## config.mk

```make
export PLATFORM = sky130hd
export DESIGN_NAME = perf_counter_bank
export DESIGN_NICKNAME = d
export VERILOG_FILES = /design/src/rtl/perf_counter_bank.sv
export SDC_FILE = /design/constraint.sdc
export NUM_CORES = 1
export LEC_CHECK = 0
export CORE_MARGIN = 1.5
export CORE_UTILIZATION = 35
export CTS_CLUSTER_SIZE = 12
export DETAILED_ROUTE_END_ITERATION = 12
export GPL_TIMING_DRIVEN = 0
export REMOVE_ABC_BUFFERS = 1
export SKIP_LAST_GASP = 1
export SYNTH_ARGS = -nofsm -noshare
export SYNTH_HDL_FRONTEND = slang
export SYNTH_SLANG_ARGS = --single-unit
```

## constraint.sdc

```tcl
create_clock -name clk -period 3.2 [get_ports clk]
set_input_delay 0.64 -clock clk [delete_from_list [all_inputs] [get_ports clk]]
set_output_delay 0.64 -clock clk [all_outputs]
set_load 0.005 [all_outputs]
```

## src/rtl/perf_counter_bank.sv

```systemverilog
// perf_counter_bank: nine 16-bit event counters with per-counter clear and edge/level event qualification.
// Optional macro PERF_OVF_EN: counters saturate at 16'hFFFF and raise sticky per-counter overflow flags.
module perf_counter_bank #(
  parameter logic [8:0] EDGE_MASK = 9'h03F
) (
  input  logic        clk,
  input  logic        reset_n,
  input  logic        count_en,
  input  logic        ev_i_cache_hit,
  input  logic        ev_i_cache_miss,
  input  logic        ev_d_cache_hit,
  input  logic        ev_d_cache_miss,
  input  logic        ev_l2_cache_hit,
  input  logic        ev_l2_cache_miss,
  input  logic        ev_branch,
  input  logic        ev_mispredict,
  input  logic        ev_stall,
  input  logic        clr_i_cache_hits,
  input  logic        clr_i_cache_misses,
  input  logic        clr_d_cache_hits,
  input  logic        clr_d_cache_misses,
  input  logic        clr_l2_cache_hits,
  input  logic        clr_l2_cache_misses,
  input  logic        clr_branches,
  input  logic        clr_mispredicts,
  input  logic        clr_stalls,
  output logic [15:0] i_cache_hits,
  output logic [15:0] i_cache_misses,
  output logic [15:0] d_cache_hits,
  output logic [15:0] d_cache_misses,
  output logic [15:0] l2_cache_hits,
  output logic [15:0] l2_cache_misses,
  output logic [15:0] total_branches,
  output logic [15:0] total_mispredicts,
  output logic [15:0] total_stalls,
  output logic [8:0]  overflow
);

  localparam int NUM_CNT = 9;

  logic [NUM_CNT-1:0] ev_vec;
  logic [NUM_CNT-1:0] clr_vec;
  logic [NUM_CNT-1:0] qual;
  logic [NUM_CNT-1:0] hist_q;
  logic [NUM_CNT-1:0] hist_d;
  logic [15:0]        cnt_q [NUM_CNT];
  logic [15:0]        cnt_d [NUM_CNT];

  assign ev_vec  = {ev_stall, ev_mispredict, ev_branch,
                    ev_l2_cache_miss, ev_l2_cache_hit,
                    ev_d_cache_miss, ev_d_cache_hit,
                    ev_i_cache_miss, ev_i_cache_hit};

  assign clr_vec = {clr_stalls, clr_mispredicts, clr_branches,
                    clr_l2_cache_misses, clr_l2_cache_hits,
                    clr_d_cache_misses, clr_d_cache_hits,
                    clr_i_cache_misses, clr_i_cache_hits};

  // History tracks the raw events every cycle, even while counting is frozen,
  // so a level held across a disable window never produces a late edge.
  assign hist_d = ev_vec;
  assign qual   = ev_vec & ~(hist_q & EDGE_MASK);

`ifdef PERF_OVF_EN
  logic [NUM_CNT-1:0] ovf_q;
  logic [NUM_CNT-1:0] ovf_d;

  always_comb begin
    ovf_d = ovf_q;
    for (int i = 0; i < NUM_CNT; i++) begin
      cnt_d[i] = cnt_q[i];
      if (clr_vec[i]) begin
        cnt_d[i] = 16'h0000;
        ovf_d[i] = 1'b0;
      end else if (count_en && qual[i]) begin
        if (cnt_q[i] == 16'hFFFF) begin
          ovf_d[i] = 1'b1;
        end else begin
          cnt_d[i] = cnt_q[i] + 16'd1;
        end
      end
    end
  end

  always_ff @(posedge clk or negedge reset_n) begin
    if (!reset_n) begin
      ovf_q <= '0;
    end else begin
      ovf_q <= ovf_d;
    end
  end

  assign overflow = ovf_q;
`else
  always_comb begin
    for (int i = 0; i < NUM_CNT; i++) begin
      cnt_d[i] = cnt_q[i];
      if (clr_vec[i]) begin
        cnt_d[i] = 16'h0000;
      end else if (count_en && qual[i]) begin
        cnt_d[i] = cnt_q[i] + 16'd1;
      end
    end
  end

  assign overflow = '0;
`endif

  always_ff @(posedge clk or negedge reset_n) begin
    if (!reset_n) begin
      hist_q <= '0;
      for (int i = 0; i < NUM_CNT; i++) begin
        cnt_q[i] <= 16'h0000;
      end
    end else begin
      hist_q <= hist_d;
      for (int i = 0; i < NUM_CNT; i++) begin
        cnt_q[i] <= cnt_d[i];
      end
    end
  end

  assign i_cache_hits      = cnt_q[0];
  assign i_cache_misses    = cnt_q[1];
  assign d_cache_hits      = cnt_q[2];
  assign d_cache_misses    = cnt_q[3];
  assign l2_cache_hits     = cnt_q[4];
  assign l2_cache_misses   = cnt_q[5];
  assign total_branches    = cnt_q[6];
  assign total_mispredicts = cnt_q[7];
  assign total_stalls      = cnt_q[8];

endmodule

```

==> results of run 1 <==
worst max-delay path, delay by kind of cell:
kind / cells / cell delay (ps)
AOI/OAI and AO/OA: 1 / 140
buffers and inverters: 1 / 950
and+or+nand+nor: 3 / 1520
synth_stat cells, types with 9 or more instances:
library cell               number
sky130_fd_sc_hd__a21oi_1       54
sky130_fd_sc_hd__and3_1        13
sky130_fd_sc_hd__and4_1        15
sky130_fd_sc_hd__buf_4         10
sky130_fd_sc_hd__clkbuf_1      18
sky130_fd_sc_hd__dfrtp_1      150
sky130_fd_sc_hd__ha_1           9
sky130_fd_sc_hd__inv_1         13
sky130_fd_sc_hd__nand2_1       43
sky130_fd_sc_hd__nand3_1       41
sky130_fd_sc_hd__nand4_1       33
sky130_fd_sc_hd__nor2_1       100
sky130_fd_sc_hd__nor3_1        12
sky130_fd_sc_hd__nor4_1        15
sky130_fd_sc_hd__o21ai_0       38
sky130_fd_sc_hd__or3_1         40
sky130_fd_sc_hd__xnor2_1       37
sky130_fd_sc_hd__xor2_1        44
final cells by class:
cell class,count,area (µm²)
multi-input combinational,577,3510
sequential,150,3750
clock buffer,20,437
clock inverter,11,151
tap,275,344
inverter,13,48.8
timing repair buffer,165,1670
fill,2003,11100
metrics by stage:
step | cell area (µm²) | TNS [ps]
after floorplan | 7310 | 0
after global routing | 9920 | 0
after CTS | 9910 | 0
final | 9920 | 0
after global placement | 9300 | -762680
after detailed placement | 9330 | -9480
per-layer routing:
layer / global-route usage [%] / vias up
li1: - / 3052
met1: 22.0 / 2964
met2: 25.7 / 124
met3: 3.82 / 13
met4: 5.10 / 0
met5: 0 / -
path summary, 6_finish.rpt:
kind,endpoint,slack (ps),cells after the start
max,l2_cache_hits[15]$_DFFE_PN0P_,260,5
min,l2_cache_hits[12]$_DFFE_PN0P_,150,1
max reg2reg,l2_cache_hits[15]$_DFFE_PN0P_,1240,4
min reg2reg,i_cache_misses[15]$_DFFE_PN0P_,560,2
max in group asynchronous,total_stalls[2]$_DFFE_PN0P_,2200,2
min in group clk,i_cache_misses[15]$_DFFE_PN0P_,560,2
power by group through the flow:
stage	Clock [mW]	Sequential, mW	Combinational (mW)
finish	2.02	1.93	0.176
floorplan	0	1.96	0.0415
global route	2.18	1.93	0.201
CTS	2.09	1.93	0.182
global placement	0	1.96	0.177
detailed placement	0	1.96	0.182
kinds of logic (layout without fill, tap and decap cells):
group	count (synthesis)	after routing	share of synthesized area, %
DFF	150	150	50.2
buffers and inverters	52	209	3.33
muxes	11	11	1.57
AOI/OAI and AO/OA	115	115	8.73
and+or+nand+nor	352	352	25.1
adders and majority gates	9	9	1.51
xor gates and xnor gates	81	81	9.48
other	1	9	0.0501
repair_timing:
item / 4_1_cts / 5_1_grt
endpoints found under the hold margin: 0 / 0
endpoints found under the setup margin: 2 / 1
resized for setup: 1 / 1
==> results.yml, run 1 <==
routing:
  detailroute.wirelength.met3_um: 833
  antenna_violation_net_count_after_detailed_routing: 0
  drc: 0
  route.vias.total: 6153
  met2RoutedLength_mm: 8.08
  met1_length_mm: 8.45
  top_layer: "met4"
  dr.pass1.iters: 4
  dr.first_iter.drc_count: 178
  mean_number_of_vias_per_cell: 5.08
  aggregate_routed_wire_length_mm: 17.6
  drt-wirelength-per-cell_um: 14.5
setup_path:
  timing.critical_path.to_type: "flop"
  rr_startpoint: "hist_q[4]$_DFF_PN0_"
  worstPathRequired_ps: 3520
  critPathLaunchType: "primary input"
  startpoint: "count_en"
  crit_chain: "clkdlybuf4s15_1 > nand3b_1 > or4_4 > or3_1 > a21oi_1"
  worst-setup-path-type: "in -> reg"
  worst_path_max_delay_cell: "sky130_fd_sc_hd__clkdlybuf4s15_1"
  critPathMaxStageDelay_ps: 950
  arrival_ps: 3270
  crit_path_max_fanout: 29
synth:
  seq_area_frac_synth_pct: 50.2
  synth_seq_cells: 150
  synthDominantCellAreaShare_pct: 50.2
  post_synth_instance_area_um2: 7480
  ys_warn_count: 0
  post_synth_main_area_contributors: "sky130_fd_sc_hd__dfrtp_1, sky130_fd_sc_hd__xor2_1, sky130_fd_sc_hd__nor2_1"
  synth.lib_cells_used.distinct: 44
  synthArstFlopShare_pct: 100
  synthCells: 771
  synth-edff-count: 0
  synth_top_flop_cell: "sky130_fd_sc_hd__dfrtp_1"
  synth.avg_cell_area_um2: 9.70
  synth_largest_area_cell: "sky130_fd_sc_hd__dfrtp_1"
floorplanning:
  floorplan.die.height_um: 149
  core_region_area_um2: 21000
  design.portCount: 174
  initial_core_util_pct: 35.6
  dieArea_um2: 22300
  die_x_um: 149
  rows: 53
sta:
  period_minus_slack_ps: 2940
  hold_violations: 0
  maxSlewHeadroom_pct: 21.1
  max_freq_mhz: 340
  setup_viol: 0
  holdWs_ps: 154
  rsz0062_at_grt: "false"
  timing.final.ws_setup_ps: 257
  worst-slew-pin-transition_ps: 1180
  maxSlewViolCount: 0
  skew_ps: 8.94
  final_min_period_over_clock_period_pct: 92.0
outcome:
  status: "complete, no violations"
job:
  cap_violations: 0
grt:
  number_of_global_route_vias_before_repair: 5748
  maximum_number_of_pins_on_one_net_before_global_route_repair: 94
  grt_overflow_total: 0
  grt.total_usage_pct: 16.3
  grt_first_pass_wirelength_mm: 29.1
  grt_antenna_before_repair: 0
place:
  post-place-ws_ps: -570
  number_of_placed_cells_counting_well_taps: 1180
  weighted_congestion_at_the_end_of_routability_driven_global_placement: 0.765
  hpwlAfterDp_mm: 12.0
  port_buffers: 164
cells_and_area:
  layout.core_utilization_pct: 47.2
  mostFrequentLayoutCell: "sky130_fd_sc_hd__clkdlybuf4s50_1"
  nNetsFinal: 954
  area_growth_syn_to_layout_pct: 32.6
  num_antenna_cells: 0
  finalNonFillerCells: 1211
  most_frequent_cells_in_the_layout: "sky130_fd_sc_hd__clkdlybuf4s50_1, sky130_fd_sc_hd__dfrtp_1, sky130_fd_sc_hd__nor2_1"
  layout-drive-gt1-share_pct: 5.02
cts:
  clk_path_buf_depth: 2
  cts_htree_levels: 4
  cts_setup_buffers: 0
  clock_tree_from_tritoncts: "built"
  worst_setup_hold_path_clk_slew_ps: 60
  numClockSinks: 150
  worstSkewPairLatency_ps: 410
  cts_hold_buf: 0
  number_of_cts_inserted_buffers: 17
  clock_tree.root_cell: "sky130_fd_sc_hd__clkbuf_16"
power_and_ir_drop:
  power_density_nw_per_um2: 416
  power.sequential.fraction_pct: 46.7
  post-layout-total-power_mw: 4.13
  netSwitchingFraction_pct: 22.4
  clock_power_share_pct: 49.0
  power.ir.vdd_worst_v: 0.000333
  static-leakage-power_nw: 3.91
  power.switching_mw: 0.926
  share_comb_of_total_power_pct: 4.3
  internal_power_mw: 3.20
min_path:
  hp-class: "in -> async"
(Power assumes the default switching activity.)
==> run 2: changes to the inputs <==
MAX_ROUTING_LAYER = met4   (was unset)
==> results.yml, run 2 (synthesis gave the netlist of run 1 again) <==
cells_and_area:
  most_frequent_cells_in_the_layout: "sky130_fd_sc_hd__clkdlybuf4s50_1, sky130_fd_sc_hd__dfrtp_1, sky130_fd_sc_hd__nor2_1"
  nNetsFinal: 954
  num_antenna_cells: 0
  finalNonFillerCells: 1211
  fin_area_um2: 9920
  mostFrequentLayoutCell: "sky130_fd_sc_hd__clkdlybuf4s50_1"
  layout-drive-gt1-share_pct: 5.02
  layout.core_utilization_pct: 47.2
  area_growth_syn_to_layout_pct: 32.6
setup_path:
  crit_path_max_fanout: 29
  critPathMaxStageDelay_ps: 950
  path_delay_family: "simple AND/OR/NAND/NOR gates"
  critical_path.n_buffers_inverters: 1
  timing.critical_path.to_type: "flop"
  worst-setup-path-type: "in -> reg"
  arrival_ps: 3270
  rr_startpoint: "hist_q[4]$_DFF_PN0_"
  worst_path_max_delay_cell: "sky130_fd_sc_hd__clkdlybuf4s15_1"
  worstPathRequired_ps: 3520
  startpoint: "count_en"
  crit_chain: "clkdlybuf4s15_1 > nand3b_1 > or4_4 > or3_1 > a21oi_1"
  critPathLaunchType: "primary input"
routing:
  mean_number_of_vias_per_cell: 5.07
  drc: 0
  drt-wirelength-per-cell_um: 14.5
  aggregate_routed_wire_length_mm: 17.6
  route.vias.total: 6139
  dr.first_iter.drc_count: 189
  antenna_violation_net_count_after_detailed_routing: 0
  dr.pass1.iters: 6
power_and_ir_drop:
  power.ir.vdd_worst_v: 0.000331
  post-layout-total-power_mw: 4.13
  static-leakage-power_nw: 3.91
  power_density_nw_per_um2: 416
cts:
  cts_htree_levels: 4
  worstSkewPairLatency_ps: 410
  worst_setup_hold_path_clk_slew_ps: 60
  cts_hold_buf: 0
  clock_tree.root_cell: "sky130_fd_sc_hd__clkbuf_16"
  number_of_cts_inserted_buffers: 17
  numClockSinks: 150
  cts_setup_buffers: 0
  clock_tree_from_tritoncts: "built"
  clk_path_buf_depth: 2
grt:
  grt_busiest_layer: "met2"
  number_of_global_route_vias_before_repair: 5751
  grt_antenna_before_repair: 0
  groute.layer.met3.usage_pct: 3.70
  gr-usage-met2_pct: 25.7
  grtUsageMet1_pct: 22.1
  maximum_number_of_pins_on_one_net_before_global_route_repair: 94
  grt.total_usage_pct: 16.7
  grt_first_pass_wirelength_mm: 29.0
  grt_overflow_total: 0
floorplanning:
  die_x_um: 149
  core_region_area_um2: 21000
  floorplan.die.height_um: 149
  dieArea_um2: 22300
  rows: 53
  initial_core_util_pct: 35.6
  design.portCount: 174
sta:
  hold_violations: 0
  worst-slew-pin-transition_ps: 1180
  skew_ps: 8.91
  maxSlewViolCount: 0
  setup_tns_ps: 0
  maxSlewHeadroom_pct: 21.1
  rsz0062_at_grt: "false"
  final_min_period_over_clock_period_pct: 92.0
  timing.final.ws_setup_ps: 255
  period_minus_slack_ps: 2940
  setup_viol: 0
  max_freq_mhz: 340
  holdWs_ps: 154
place:
  post-place-ws_ps: -570
  port_buffers: 164
  number_of_placed_cells_counting_well_taps: 1180
  postPlaceCellArea_um2: 9330
  weighted_congestion_at_the_end_of_routability_driven_global_placement: 0.776
  hpwlAfterDp_mm: 12.0
min_path:
  hp-class: "in -> async"
job:
  cap_violations: 0
outcome:
  status: "complete, no violations"
run 2: cell counts in the layout (fill, tap and decap cells not counted):
Identical to the previous run, type by type.
run 2: metal layers:
metal | vias up | part of all wire (%)
met5 | - | 0
met4 | 0 | 0.94
met3 | 12 | 4.8
met2 | 127 | 46
li1 | 3053 | -
met1 | 2947 | 48
run 2: layout make-up:
type,count,area [µm²]
Sequential cell,150,3750
Clock buffer,20,437
Timing Repair Buffer,165,1670
Fill cell,2003,11100
Multi-Input combinational cell,577,3510
Inverter,13,48.8
Tap cell,275,344
Clock inverter,11,151
run 2: repair_timing:
action	4_1_cts	5_1_grt
pin swaps	0	0
resized for setup	1	1
cloned	0	0
endpoints found under the setup margin	2	1
run 2: path summary, 6_finish.rpt:
kind / endpoint / cells past startpoint / slack (ps)
max: l2_cache_hits[15]$_DFFE_PN0P_ / 5 / 260
min: l2_cache_hits[12]$_DFFE_PN0P_ / 1 / 150
max reg2reg: l2_cache_hits[15]$_DFFE_PN0P_ / 4 / 1240
min reg2reg: i_cache_misses[15]$_DFFE_PN0P_ / 2 / 560
max in group asynchronous: total_stalls[2]$_DFFE_PN0P_ / 2 / 2200
min in group clk: i_cache_misses[15]$_DFFE_PN0P_ / 2 / 560
run 2: where the power goes:
| part | total [mW] | switching, mW | internal, mW |
|---|---|---|---|
| Sequential | 1.93 | 0.0171 | 1.91 |
| Combinational | 0.176 | 0.113 | 0.0630 |
| Clock | 2.02 | 0.793 | 1.23 |
run 2: worst reg2reg max path: cells and delay by family, from the launching register on:
family / cells / cell delay [ps]
DFF: 1 / 360
AOI/OAI and AO/OA: 1 / 140
and+or+nand+nor: 3 / 1370
